**src/rtl/fetch_ctrl.sv**
```systemverilog
`default_nettype none
// +--------------------------------------------------------------------------+
// | Module   : fetch_ctrl                                                    |
// | Purpose  : Instruction-fetch sequencer; one outstanding icache request,  |
// |            predecode for the next-PC predictor, JALR stall, ROB flush.   |
// |            Optional macro FETCH_BRANCH_PREDICT_EN: static-taken branches.|
// | Revision : 1.0                                                           |
// +--------------------------------------------------------------------------+
module fetch_ctrl #(
    parameter logic [31:0] RESET_PC = 32'h0
) (
    input  logic        clk_in,
    input  logic        rst_n_in,
    output logic        ic_req_valid,
    input  logic        ic_req_ready,
    output logic [31:0] ic_req_addr,
    input  logic        ic_resp_valid,
    input  logic [31:0] ic_resp_inst,
    output logic [31:0] pp_pc,
    output logic [31:0] pp_inst,
    output logic [6:0]  pp_op_type,
    output logic [31:0] pp_imm,
    output logic [31:0] pp_val1,
    input  logic [31:0] pp_next_pc,
    output logic        out_valid,
    input  logic        out_ready,
    output logic [31:0] out_inst,
    output logic [31:0] out_pc,
    output logic [31:0] out_pred_pc,
    input  logic        jalr_val_valid,
    input  logic [31:0] jalr_val,
    input  logic        flush_valid,
    input  logic [31:0] flush_pc
);

    localparam logic [1:0] c_st_fetch     = 2'd0;
    localparam logic [1:0] c_st_wait_resp = 2'd1;
    localparam logic [1:0] c_st_issue     = 2'd2;
    localparam logic [1:0] c_st_wait_jalr = 2'd3;

    localparam logic [6:0] c_op_jal    = 7'b1101111;
    localparam logic [6:0] c_op_branch = 7'b1100011;
    localparam logic [6:0] c_op_jalr   = 7'b1100111;

    logic [1:0]  r_state;
    logic [31:0] r_pc;
    logic [31:0] r_inst;
    logic        r_discard;

    logic [6:0]  w_opcode;
    logic [6:0]  w_op_type;
    logic [31:0] w_imm;
    logic        w_is_jalr;
    logic        w_req_fire;
    logic        w_discard_set;

    assign w_opcode  = r_inst[6:0];
    assign w_is_jalr = (w_opcode == c_op_jalr);

    always_comb begin
        w_op_type = w_opcode;
        w_imm     = 32'h0;
        case (w_opcode)
            c_op_jal: w_imm = {{11{r_inst[31]}}, r_inst[31], r_inst[19:12],
                               r_inst[20], r_inst[30:21], 1'b0};
            c_op_branch: begin
`ifdef FETCH_BRANCH_PREDICT_EN
                w_op_type = c_op_branch;
`else
                // Opcode hidden so the predictor falls through to pc+2.
                w_op_type = 7'b0;
`endif
                w_imm = {{19{r_inst[31]}}, r_inst[31], r_inst[7],
                         r_inst[30:25], r_inst[11:8], 1'b0};
            end
            c_op_jalr: w_imm = {{20{r_inst[31]}}, r_inst[31:20]};
            default: ;
        endcase
    end

    // Hold off new requests until the orphaned response of a flushed fetch returns.
    assign ic_req_valid  = rst_n_in && (r_state == c_st_fetch) && !r_discard;
    assign ic_req_addr   = r_pc;
    assign w_req_fire    = ic_req_valid && ic_req_ready;
    assign w_discard_set = flush_valid &&
                           (w_req_fire || ((r_state == c_st_wait_resp) && !ic_resp_valid));

    assign pp_pc      = r_pc;
    assign pp_inst    = r_inst;
    assign pp_op_type = w_op_type;
    assign pp_imm     = w_imm;
    assign pp_val1    = jalr_val;

    assign out_valid   = rst_n_in && (r_state == c_st_issue) && !flush_valid;
    assign out_inst    = r_inst;
    assign out_pc      = r_pc;
    assign out_pred_pc = w_is_jalr ? (r_pc + 32'd2) : pp_next_pc;

    always_ff @(posedge clk_in or negedge rst_n_in) begin
        if (!rst_n_in) begin
            r_state   <= c_st_fetch;
            r_pc      <= RESET_PC;
            r_inst    <= 32'h0;
            r_discard <= 1'b0;
        end else begin
            if (w_discard_set) begin
                r_discard <= 1'b1;
            end else if (ic_resp_valid) begin
                r_discard <= 1'b0;
            end

            if (flush_valid) begin
                r_pc    <= flush_pc;
                r_state <= c_st_fetch;
            end else begin
                case (r_state)
                    c_st_fetch: begin
                        if (w_req_fire) r_state <= c_st_wait_resp;
                    end
                    c_st_wait_resp: begin
                        if (ic_resp_valid && !r_discard) begin
                            r_inst  <= ic_resp_inst;
                            r_state <= c_st_issue;
                        end
                    end
                    c_st_issue: begin
                        if (out_ready) begin
                            if (w_is_jalr) begin
                                r_state <= c_st_wait_jalr;
                            end else begin
                                r_pc    <= pp_next_pc;
                                r_state <= c_st_fetch;
                            end
                        end
                    end
                    c_st_wait_jalr: begin
                        if (jalr_val_valid) begin
                            r_pc    <= pp_next_pc;
                            r_state <= c_st_fetch;
                        end
                    end
                    default: r_state <= c_st_fetch;
                endcase
            end
        end
    end

endmodule
`default_nettype wire

```
**config.mk**
```make
export PLATFORM = sky130hd
export DESIGN_NAME = fetch_ctrl
export DESIGN_NICKNAME = d
export VERILOG_FILES = /design/src/rtl/fetch_ctrl.sv
export SDC_FILE = /design/constraint.sdc
export NUM_CORES = 1
export LEC_CHECK = 0
export CELL_PAD_IN_SITES_DETAIL_PLACEMENT = 0
export CELL_PAD_IN_SITES_GLOBAL_PLACEMENT = 1
export CORE_AREA = 5 5 161 148
export DETAILED_ROUTE_END_ITERATION = 7
export DIE_AREA = 0 0 166 153
export PLACE_DENSITY = 0.95
export SLEW_MARGIN = 20
export SYNTH_ARGS = -nofsm -noshare
export SYNTH_HDL_FRONTEND = slang
export SYNTH_SLANG_ARGS = --single-unit
```
**constraint.sdc**
```tcl
create_clock -name clk_in -period 6.12 [get_ports clk_in]
set_input_delay 1.836 -clock clk_in [delete_from_list [all_inputs] [get_ports clk_in]]
set_output_delay 1.836 -clock clk_in [all_outputs]
set_load 0.01 [all_outputs]
```
# Yosys cells after proc, flatten, opt, wreduce, memory -nomap -nowiden
# Index checks and enable logic that the tools add are counted.
# Widths: inputs -> output; s select.
# classes
add_sub_neg	1
n_eq_ne	11
mux	17
bitwise	1
reduce_logical	18
# op_table
op	n
$mux 32	5
$pmux 32 s3	1
$pmux 32 s2	1
$add 32x2->32 const B	1
$eq 7x7->1 const B	3
$mux 2	6
$ne 3x3->1 const B	4
$logic_and 1x1->1	8
$pmux 2 s4	1
$reduce_and 4->1	2
$mux 7	1
$eq 2x2->1 const B	2
$logic_not 1->1	3
$ne 3x2->1 const B	1
$reduce_and 3->1	1
$reduce_bool 3->1	1
$eq 2x1->1 const B	1
$logic_not 2->1	1
$mux 1	2
$reduce_bool 2->1	1
$logic_or 1x1->1	1
$not 1->1	1
# word_totals
reg_bits	67
input_bits	135
output_inout_bits	265
wordCells	52

# Longest topological paths before layout
# depth
word_depth	7
ltp_mapped	7
ltp_nobuf	5

# Worst setup path before layout
# No wires, ideal clock.
# synth_path
path_kind	input to output
from	in flush_valid
to	out out_valid
t_arrival_ps	2604
required_time_ps	4284
setup_slack_ps	1680
cell_stages	4
n_path_buf	2
path_cell_list	clkbuf_1 inv_1 clkbuf_1 and4_1
# synth_via
elab_chain_len	2
# synth_lines
item	line	source
from (decl)	32	input logic flush_valid,
$logic_not 1->1	94	assign out_valid = rst_n_in && (r_state == c_st_issue) && !flush_valid;
$logic_and 1x1->1	94	
to (decl)	25	output logic out_valid,
# No other way between the ends.

# Final worst setup path
# layout_path
from	reg r_pc[1], in the netlist ic_req_addr[1]
to	out out_pred_pc[23]
# layout_via
elab_chain_len	2
# layout_lines
item	line	source
from (decl)	46	logic [31:0] r_pc;
from (signal assigned)	113	r_pc <= flush_pc;
from (signal assigned)	131	r_pc <= pp_next_pc;
from (signal assigned)	138	r_pc <= pp_next_pc;
$add 32x2->32	97	assign out_pred_pc = w_is_jalr ? (r_pc + 32'd2) : pp_next_pc;
$mux 32	97	
to (decl)	29	output logic [31:0] out_pred_pc,
# No other way between the ends.

==> flow_summary.yaml <==
route:
  drc_errors: 0
  drtAntennaViolNets: 0
  vias: 5459
  wl_mm: 22.47
  drt_iter0_drc: 220
  drt_pre_antenna_iters: 5
  vias_per_cell: 4.852
  avgRoutedWirePerCell_um: 19.98
sta:
  post-route-period-util_pct: 83.33
  fin_setup_tns_ns: 0
  drv_slew: 0
  period_needed_ns: 5.100
  hold_slack_ns: 0.5368
  hold_violations: 0
  rsz0062_at_grt: "no"
  worstMarginPinSlew_ns: 0.9303
  max_freq_ghz: 0.1961
  slew_headroom_pct: 37.76
  finalSetupViolCount: 0
  clock-skew-final_ns: 0.01819
clock_tree:
  path_clk_slew_ns: 0.07
  cts_buffers: 9
  clockBufferDepth: 2
  cts-htree-levels: 3
  insertion_delay_ns: 0.34
  ctsHoldBuffers: 0
  cts_tree: "yes"
  cts_resized: 0
  cts.sinks: 67
  cts_setup_buffers: 0
  cts-root-buf: "clkbuf_16"
cells_and_area:
  drive_above_1_share_pct: 4.469
  fillers: 2240
  final_nets: 959
  area_growth_syn_to_layout_pct: 52.56
  diodes: 0
worst_hold_path:
  whs_path_depth: 1
  hold_path_startpoint: "out_inst[13]"
  hp-class: "flip-flop to flip-flop"
  hold_end: "out_inst[13]"
setup_path:
  r2r_setup_slack_ns: 3.32
  r2r_cells: 6
  worstPathMaxFanout: 13
  reg2reg_to: "ic_req_addr[19]"
  critPathKind: "flip-flop to primary output"
  cp-start-kind: "flip-flop"
  worstPathArrival_ns: 3.26
  cp.required_ns: 4.28
  end_kind: "primary output"
  r2r_start: "out_inst[2]"
die:
  rows: 52
  die_h_um: 153
  die_x_um: 166
  io_pins: 400
  die-area_um2: 25400
  start_util_pct: 24.48
  core_region_area_um2: 22060
synth:
  syn_nets: 791
  synth_area_um2: 5399
  syn_inst: 655
  ys.flop_type: "dfrtp_1"
  seq_area_frac_synth_pct: 31.05
  synthTopCellsByArea: "dfrtp_1, buf_4, nand2_1"
  synth-async-reset-ratio_pct: 100.0
  synth_area_leader_cell: "dfrtp_1"
  ys_seq_elements: 67
  ys_types: 43
  syn_avg_cell_area_um2: 8.243
  synth_top_area_share_pct: 31.05
  synth_edf_count: 0
  yosysWarnings: 0
global_routing:
  grt_antenna_before_repair: 0
  overflow: 0
  grt_pass1_vias: 5479
  track_usage_pct: 16.86
  grt_pass1_wl_mm: 33.86
  grt_max_degree: 67
pwr:
  ir_drop_mv: 0.1499
  p_leak_nw: 3.144
  power_density_nw_per_um2: 306.5
run:
  drv_cap: 0
placement:
  gp_congestion: 0.8224
  numPortBuffers: 335
  dpl.hpwl_mm: 16.91
outcome:
  status: "completed"
==> layout make-up <==
cell class | instances | area, µm² | area share [%]
tap | 297 | 371.6 | 4.512
timing repair buffer | 345 | 3421 | 41.53
inverter | 6 | 22.52 | 0.2734
clock buffer | 9 | 225.2 | 2.734
multi-input combinational | 394 | 2470 | 29.99
clock inverter | 7 | 50.05 | 0.6076
sequential | 67 | 1677 | 20.36
==> power by group <==
| part | switching, mW | leakage, nW | total, mW | internal, mW |
|---|---|---|---|---|
| registers | 0.234 | 0.820 | 0.809 | 0.576 |
| clock network | 0.219 | 0.128 | 0.494 | 0.276 |
| logic | 0.495 | 2.20 | 1.22 | 0.726 |
==> per-stage QoR <==
step | cell area [µm²] | utilization (%) | setup WS [ns] | power, mW | std cells
5_1_grt | 8237 | 37.34 | 0.8314 | 2.666 | 1125
4_1_cts | 8237 | 37.34 | 0.9706 | 2.572 | 1125
6_report | 8237 | 37.34 | 1.020 | 2.524 | 1125
3_3_place_gp | 7960 | 36.09 | 1.187 | 2.040 | 1109
2_1_floorplan | 5399 | - | 1.680 | 1.392 | 655
3_5_place_dp | 7961 | 36.10 | 1.168 | 2.059 | 1109
==> layer usage <==
layer | global-route usage [%] | wire length [µm]
met5 | 0 | 0
met1 | 20.23 | 9247
met3 | 4.726 | 1601
met4 | 3.653 | 237
met2 | 30.13 | 11390
==> registers in the layout, indices dropped and copies added, names as in the netlist <==
signal and count:
r_discard 1, r_state 2, ic_req_addr 32, out_inst 32
==> cells in the final DEF (no fill, tap or decap), types with 2 or more instances in the layout <==
| cell type | instances |
|---|---|
| nand2b_1 | 2 |
| nand3_1 | 27 |
| clkdlybuf4s50_1 | 333 |
| nand4_1 | 43 |
| nor4_1 | 2 |
| xor2_1 | 5 |
| and2_1 | 13 |
| or4_1 | 16 |
| clkinvlp_4 | 3 |
| inv_1 | 5 |
| o21ai_1 | 12 |
| a22oi_1 | 5 |
| o31ai_1 | 5 |
| o211ai_1 | 42 |
| dfrtp_1 | 67 |
| and4_1 | 8 |
| mux2_1 | 32 |
| nor2_1 | 14 |
| inv_6 | 2 |
| clkinv_2 | 2 |
| nand2_1 | 111 |
| clkbuf_16 | 9 |
| nor3_1 | 2 |
| xnor2_1 | 6 |
| nand4b_1 | 2 |
| a31oi_1 | 10 |
| a21oi_1 | 10 |
| buf_4 | 11 |
| and3_1 | 8 |
==> cells in the mapped netlist (12+ instances only) <==
cell type  instances
nand2_1          112
buf_2             17
o21ai_1           12
and2_1            14
mux2_1            32
or4_1             16
o211ai_1          42
nand3_1           28
nand4_1           43
dfrtp_1           67
clkbuf_1          29
buf_4            141
nor2_1            14
==> worst max-delay path, stage by stage (launching register included) <==
cell and delay, ns:
dfrtp_1 0.50, ha_1 0.33, and3_1 0.18, nand4_1 0.55, or4_1 0.70, nand3_1 0.11, clkdlybuf4s50_1 0.55
==> how the worst max path moves through the flow <==
stage,startpoint,end,slack [ns],cells past startpoint
CTS,ic_req_addr[1],out_pred_pc[23],0.97,6
detailed placement,pp_next_pc[27],out_pred_pc[27],1.17,4
floorplan,flush_valid,out_valid,1.68,4
global placement,pp_next_pc[26],out_pred_pc[26],1.19,4
finish,ic_req_addr[1],out_pred_pc[23],1.02,6
global route,ic_req_addr[1],out_pred_pc[23],0.83,6
==> kinds of logic after synthesis <==
group                    Yosys count  share of synthesized area [%]
AO/OA/AOI/OAI                     90                          11.52
multiplexers                      33                          6.883
flip-flops                        67                          31.05
XOR/XNOR                          11                          1.784
buffers and inverters            194                          23.68
AND/OR/NAND/NOR                  259                          24.84
adder cells (fa/ha/maj)            1                         0.2317
No activity file was read; power rests on OpenSTA's default activity.
